`config.mk`:
```
export PLATFORM = sky130hd
export DESIGN_NAME = instruction_ctrl
export DESIGN_NICKNAME = d
export VERILOG_FILES = /design/src/rtl/instruction_ctrl.sv
export SDC_FILE = /design/constraint.sdc
export NUM_CORES = 1
export LEC_CHECK = 0
export CAP_MARGIN = 20
export CORE_ASPECT_RATIO = 1.75
export CORE_MARGIN = 2
export CORE_UTILIZATION = 45
export DETAILED_ROUTE_END_ITERATION = 16
export HOLD_SLACK_MARGIN = 0.06
export PLACE_DENSITY = 0.71
export SYNTH_ARGS = -nofsm -noshare
export SYNTH_HDL_FRONTEND = slang
export SYNTH_SLANG_ARGS = --single-unit
```
`constraint.sdc`:
```
create_clock -name iclk -period 1.8 [get_ports iclk]
set_input_delay 0.18 -clock iclk [delete_from_list [all_inputs] [get_ports iclk]]
set_output_delay 0.18 -clock iclk [all_outputs]
set_load 0.02 [all_outputs]
```
`src/rtl/instruction_ctrl.sv`:
```
// Instruction controller: synchronises the SPI instruction/mask bytes into iclk
// and executes one command per byte change (ARM, DISARM, SOFT_TRIG, READOUT, RESET_DIGITAL).
module instruction_ctrl #(
  parameter int unsigned SYNC_STAGES = 2,
  parameter int unsigned RST_CYCLES  = 16,
  parameter int unsigned ACK_TIMEOUT = 255
) (
  input  logic       iclk,
  input  logic       rstn,
  input  logic [7:0] instruction,
  input  logic [7:0] trigger_channel_mask,
  input  logic       readout_ack,
  output logic [7:0] trig_en,
  output logic       soft_trig,
  output logic       readout_req,
  output logic       dig_rstn_out,
  output logic       busy,
  output logic       cmd_err
);

  localparam int unsigned CNT_MAX = (RST_CYCLES > ACK_TIMEOUT) ? RST_CYCLES : ACK_TIMEOUT;
  localparam int unsigned CW      = $clog2(CNT_MAX + 1);

  typedef enum logic [2:0] {
    IDLE,
    DECODE,
    PULSE,
    WAIT_ACK,
    RST_HOLD
  } state_t;

  typedef enum logic [3:0] {
    OP_NOP       = 4'h0,
    OP_ARM       = 4'h1,
    OP_DISARM    = 4'h2,
    OP_SOFT_TRIG = 4'h3,
    OP_READOUT   = 4'h4,
    OP_RST_DIG   = 4'h5
  } opcode_t;

  logic [SYNC_STAGES-1:0][7:0] instr_sync;
  logic [SYNC_STAGES-1:0][7:0] mask_sync;
  logic [7:0]                  instr_s;
  logic [7:0]                  mask_s;
  logic [7:0]                  instr_q;

  state_t        state, state_d;
  logic [7:0]    last_cmd, last_cmd_d;
  logic [7:0]    trig_en_d;
  logic          armed, armed_d;
  logic          soft_trig_d;
  logic          readout_req_d;
  logic          dig_rstn_d;
  logic          cmd_err_d;
  logic [CW-1:0] cnt, cnt_d;

  assign instr_s = instr_sync[SYNC_STAGES-1];
  assign mask_s  = mask_sync[SYNC_STAGES-1];
  assign busy    = (state != IDLE);

  always_ff @(posedge iclk or negedge rstn) begin
    if (!rstn) begin
      instr_sync <= '0;
      mask_sync  <= '0;
      instr_q    <= '0;
    end else begin
      instr_sync[0] <= instruction;
      mask_sync[0]  <= trigger_channel_mask;
      for (int unsigned i = 1; i < SYNC_STAGES; i++) begin
        instr_sync[i] <= instr_sync[i-1];
        mask_sync[i]  <= mask_sync[i-1];
      end
      instr_q <= instr_s;
    end
  end

  always_ff @(posedge iclk or negedge rstn) begin
    if (!rstn) begin
      state        <= IDLE;
      last_cmd     <= '0;
      trig_en      <= '0;
      armed        <= 1'b0;
      soft_trig    <= 1'b0;
      readout_req  <= 1'b0;
      dig_rstn_out <= 1'b0;
      cmd_err      <= 1'b0;
      cnt          <= '0;
    end else begin
      state        <= state_d;
      last_cmd     <= last_cmd_d;
      trig_en      <= trig_en_d;
      armed        <= armed_d;
      soft_trig    <= soft_trig_d;
      readout_req  <= readout_req_d;
      dig_rstn_out <= dig_rstn_d;
      cmd_err      <= cmd_err_d;
      cnt          <= cnt_d;
    end
  end

  // last_cmd holds the accepted byte, so DECODE executes from it rather than the live input.
  always_comb begin
    state_d       = state;
    last_cmd_d    = last_cmd;
    trig_en_d     = trig_en;
    armed_d       = armed;
    soft_trig_d   = 1'b0;
    readout_req_d = readout_req;
    dig_rstn_d    = 1'b1;
    cmd_err_d     = cmd_err;
    cnt_d         = cnt;

    unique case (state)
      IDLE: begin
        if ((instr_s == instr_q) && (instr_s != last_cmd)) begin
          last_cmd_d = instr_s;
          state_d    = DECODE;
        end
      end

      DECODE: begin
        state_d = IDLE;
        case (last_cmd[3:0])
          OP_NOP: cmd_err_d = 1'b0;
          OP_ARM: begin
            trig_en_d = mask_s;
            armed_d   = 1'b1;
            cmd_err_d = 1'b0;
          end
          OP_DISARM: begin
            trig_en_d = '0;
            armed_d   = 1'b0;
            cmd_err_d = 1'b0;
          end
          OP_SOFT_TRIG: begin
            if (armed) begin
              soft_trig_d = 1'b1;
              cmd_err_d   = 1'b0;
              state_d     = PULSE;
            end else begin
              cmd_err_d = 1'b1;
            end
          end
          OP_READOUT: begin
            readout_req_d = 1'b1;
            cnt_d         = CW'(ACK_TIMEOUT);
            cmd_err_d     = 1'b0;
            state_d       = WAIT_ACK;
          end
          OP_RST_DIG: begin
            dig_rstn_d = 1'b0;
            cnt_d      = CW'(RST_CYCLES);
            trig_en_d  = '0;
            armed_d    = 1'b0;
            cmd_err_d  = 1'b0;
            state_d    = RST_HOLD;
          end
          default: cmd_err_d = 1'b1;
        endcase
      end

      PULSE: state_d = IDLE;

      // Ack is tested before expiry so a coincident ack counts as success.
      WAIT_ACK: begin
        if (readout_ack) begin
          readout_req_d = 1'b0;
          cnt_d         = '0;
          state_d       = IDLE;
        end else if (cnt <= CW'(1)) begin
          readout_req_d = 1'b0;
          cmd_err_d     = 1'b1;
          cnt_d         = '0;
          state_d       = IDLE;
        end else begin
          cnt_d = cnt - 1'b1;
        end
      end

      RST_HOLD: begin
        if (cnt <= CW'(1)) begin
          cnt_d   = '0;
          state_d = IDLE;
        end else begin
          dig_rstn_d = 1'b0;
          cnt_d      = cnt - 1'b1;
        end
      end

      default: state_d = IDLE;
    endcase
  end

endmodule
```
==> results.toml <==
[outcome]
status = "finished, violations left"
violations = "setup timing"

[logic_synthesis]
syn_nets = 212
synth-seq-area-share_pct = 66.88
avgSynthCellArea_sq_um = 14.10
ys_types = 38
syn_inst = 191
syn-cell-area_sq_mm = 0.002694
ys_warn_count = 0
ys_seq_elements = 72

[worst_setup_path]
arrival_ns = 2.03
end_kind = "register"
cp-start-kind = "register"
cpPeakStageDelay_ns = 0.40
crit_slowest_cell = "or3_4"
cp_top_family = "simple AND/OR/NAND/NOR gates"
path_max_fanout = 5
cp_num_buf_inv = 1
crit_chain = "or3_4, nor3_4, nand4_1, a21oi_4, buf_6, mux2_4"
cp.required_ns = 2.02
critPathKind = "register to register"

[floorplanning]
start_util_pct = 46.18
die_h_um = 106.4
ioPinCount = 32
core.rowCount = 37
dieArea_sq_mm = 0.006645
dieWidth_um = 62.49
core_area_sq_mm = 0.005833

[drt]
ant_nets = 0
dr.pass1.iters = 4
vias = 1672
wirelength_um = 4665
routedWlPerCell_um = 14.09
first_iter_violations = 35
drc = 0
vias_per_cell = 5.051

[sta]
setup_tns_ns = -0.03208
skew_ns = 0.009917
post-route-period-util_pct = 100.8
timing.hold.ws_ns = 0.2742
slew_violations = 0
final_hold_viol_count = 0
rsz0062_at_grt = "yes"
tightest_slew_ns = 0.6574
setup_viol = 8
finalCriticalPeriod_ns = 1.815
relSlewSlack_pct = 55.88
fmax_ghz = 0.5511
worst_slack_ns = -0.01465

[clock_network]
cts-root-buf = "clkbuf_8"
cts_tree = "yes"
clk_pin_slew_worst_paths_ns = 0.07
htreeDepth = 3
clk_latency_ns = 0.34
cts.path.max_buffers = 2
cts_sinks = 72
numCtsBuffers = 9

[power]
p_sw_mw = 0.7590
clkPwrFrac_pct = 43.2
cellPowerDensity_mw_per_mm2 = 1026
pwr-share-comb_pct = 7.8
swShare_pct = 20.99
p_int_mw = 2.857
p_leak_nw = 1.589
design_power_total_mw = 3.616
power_frac_seq_pct = 48.9
vdd_drop_max_v = 0.0006074

[global_routing]
grt_pass1_vias = 1676
grt_max_degree = 73
grt_pass1_wl_um = 7769
grtUsageTotal_pct = 15.47
globalRouteOverflowTotal = 0
antenna_found_initial = 0

[job]
cap_violations = 0

[layout]
area_growth_pct = 30.79
insertedDiodeCount = 0
fillerInstances = 485
drive_gt1_share_pct = 20.95
finalNetCount = 269

[placement]
routabilityCongestion = 0.7937
port_buffers = 31
dp_hpwl_um = 3224

[hold_path]
hold_class = "input port to register"
-- placed cells by master (no fill, tap or decap), types with 2 or more instances in the layout --
master / Yosys / final
dfrtp_1: 72 / 72
clkdlybuf4s50_1: 0 / 29
xor2_1: 14 / 14
buf_4: 0 / 14
a21oi_1: 13 / 13
clkbuf_8: 0 / 11
mux2_4: 8 / 8
a22o_1: 8 / 8
nand2_1: 6 / 5
o21ai_0: 6 / 5
inv_1: 4 / 4
nor2_1: 4 / 4
nand2b_1: 4 / 4
nor4_1: 5 / 4
o21a_1: 4 / 4
nand3b_1: 3 / 3
nor3b_1: 3 / 3
a21o_1: 3 / 3
o22a_1: 3 / 3
bufinv_16: 0 / 3
nor2b_1: 2 / 2
xnor2_1: 2 / 2
o21ai_1: 1 / 2
nor3_1: 2 / 2
a31oi_1: 3 / 2
ha_1: 2 / 2
buf_6: 0 / 2
-- worst paths after layout --
check | from | end | slack (ns) | cells after the start
worst min-delay path | trigger_channel_mask[7] | mask_sync[7]$_DFF_PN0_ | 0.27 | 1
max in group asynchronous | rstn | mask_sync[6]$_DFF_PN0_ | 1.11 | 3
worst max-delay path | state[2]$_DFFE_PN0P_ | last_cmd[2]$_DFFE_PN0P_ | -0.01 | 6
min in group asynchronous | rstn | cnt[0]$_DFFE_PN0P_ | 0.39 | 3
worst max register to register | state[2]$_DFFE_PN0P_ | last_cmd[2]$_DFFE_PN0P_ | -0.01 | 6
worst min register to register | instr_sync[2]$_DFF_PN0_ | instr_s[2]$_DFF_PN0_ | 0.35 | 0
-- power groups by stage --
stage | Sequential, mW | Clock [mW] | Combinational (mW)
after floorplan | 1.79 | 0 | 0.139
after global placement | 1.80 | 0 | 0.275
after detailed placement | 1.80 | 0 | 0.282
after CTS | 1.77 | 1.60 | 0.283
after global routing | 1.78 | 1.68 | 0.311
final | 1.77 | 1.56 | 0.284
-- synth_stat cells --
master / instances / area share, %
or3b_1: 1 / 0.33
nand4_1: 1 / 0.23
a21oi_1: 13 / 2.4
or3_4: 1 / 0.42
xnor2_1: 2 / 0.65
o22a_1: 3 / 0.98
or2_2: 1 / 0.23
inv_1: 4 / 0.56
dfrtp_1: 72 / 67
o21a_1: 4 / 1.1
clkbuf_1: 3 / 0.42
a21o_1: 3 / 0.84
mux2_4: 8 / 4.5
o311ai_2: 1 / 0.60
a21oi_4: 1 / 0.60
xor2_1: 14 / 4.6
o21ai_1: 1 / 0.19
and2b_1: 1 / 0.28
nor3_2: 2 / 0.74
nor2b_1: 2 / 0.46
nand2b_1: 4 / 0.93
and2_1: 1 / 0.23
a31oi_1: 3 / 0.70
ha_1: 2 / 0.93
a22o_1: 8 / 2.6
nand2_1: 6 / 0.84
o21ai_0: 6 / 1.1
nor3_1: 2 / 0.37
o22ai_1: 1 / 0.23
a31o_2: 1 / 0.33
nor2_1: 4 / 0.56
nor3b_2: 1 / 0.46
o31ai_1: 1 / 0.28
nand3b_1: 3 / 0.84
o211ai_1: 1 / 0.28
nor3b_1: 3 / 0.84
o211a_1: 1 / 0.37
nor4_1: 5 / 1.2
-- kinds of logic (layout without fill, tap and decap cells) --
group,Yosys count,in the layout,share of synthesized area (%)
and+or+nand+nor,38,38,8.918
buffers and inverters,7,69,0.9752
AOI/OAI and AO/OA,48,48,12.63
adders and majority gates,2,2,0.9288
xor gates and xnor gates,16,16,5.202
muxes,8,8,4.459
DFF,72,72,66.88
-- metal layers --
metal  global-route usage, %  vias up  part of all wire (%)
met5                       0        -                     0
met4                   8.571        0                   1.7
met3                   4.444        5                   2.9
met2                   26.50       29                    56
met1                   17.07      845                    40
li1                        -      793                     -
-- flip-flops by register name, summed over array words and instances (netlist names), 3 cells and up --
register    cells
mask_s          8
state           3
instr_sync      8
trig_en         8
last_cmd        8
instr_s         8
mask_sync       8
cnt             8
instr_q         8
-- stage by stage --
stage / cells / utilization (%) / setup WS [ns] / cell area [sq um]
after floorplan: 191 / - / -0.05833 / 2694
after CTS: 330 / 59.67 / -0.009867 / 3481
after global routing: 331 / 60.40 / -0.09191 / 3523
final: 331 / 60.40 / -0.01465 / 3523
after detailed placement: 313 / 55.17 / 0.003380 / 3218
after global placement: 313 / 55.17 / 0.05313 / 3218
-- layout make-up --
class                   instances  area [sq um]  share of cell area [%]
multi-input cells             112         893.4                   25.36
clock buffers                  11         151.4                   4.297
inverters                       4         15.01                  0.4261
repair buffers                 49         461.7                   13.10
well taps                      78         97.59                   2.770
flip-flops and latches         72          1802                   51.14
clock inverters                 5         102.6                   2.912
-- what timing repair did --
| item | 4_1_cts | 5_1_grt |
|---|---|---|
| buffers inserted | 0 | 1 |
| cloned | 0 | 0 |
| endpoints found under the hold margin | 72 | 0 |
| setup endpoints to repair | 6 | 23 |
| hold buffers | 1 | 0 |
| resized for setup | 1 | 8 |
| pin swaps | 0 | 3 |
No activity file was read; power rests on OpenSTA's default activity.
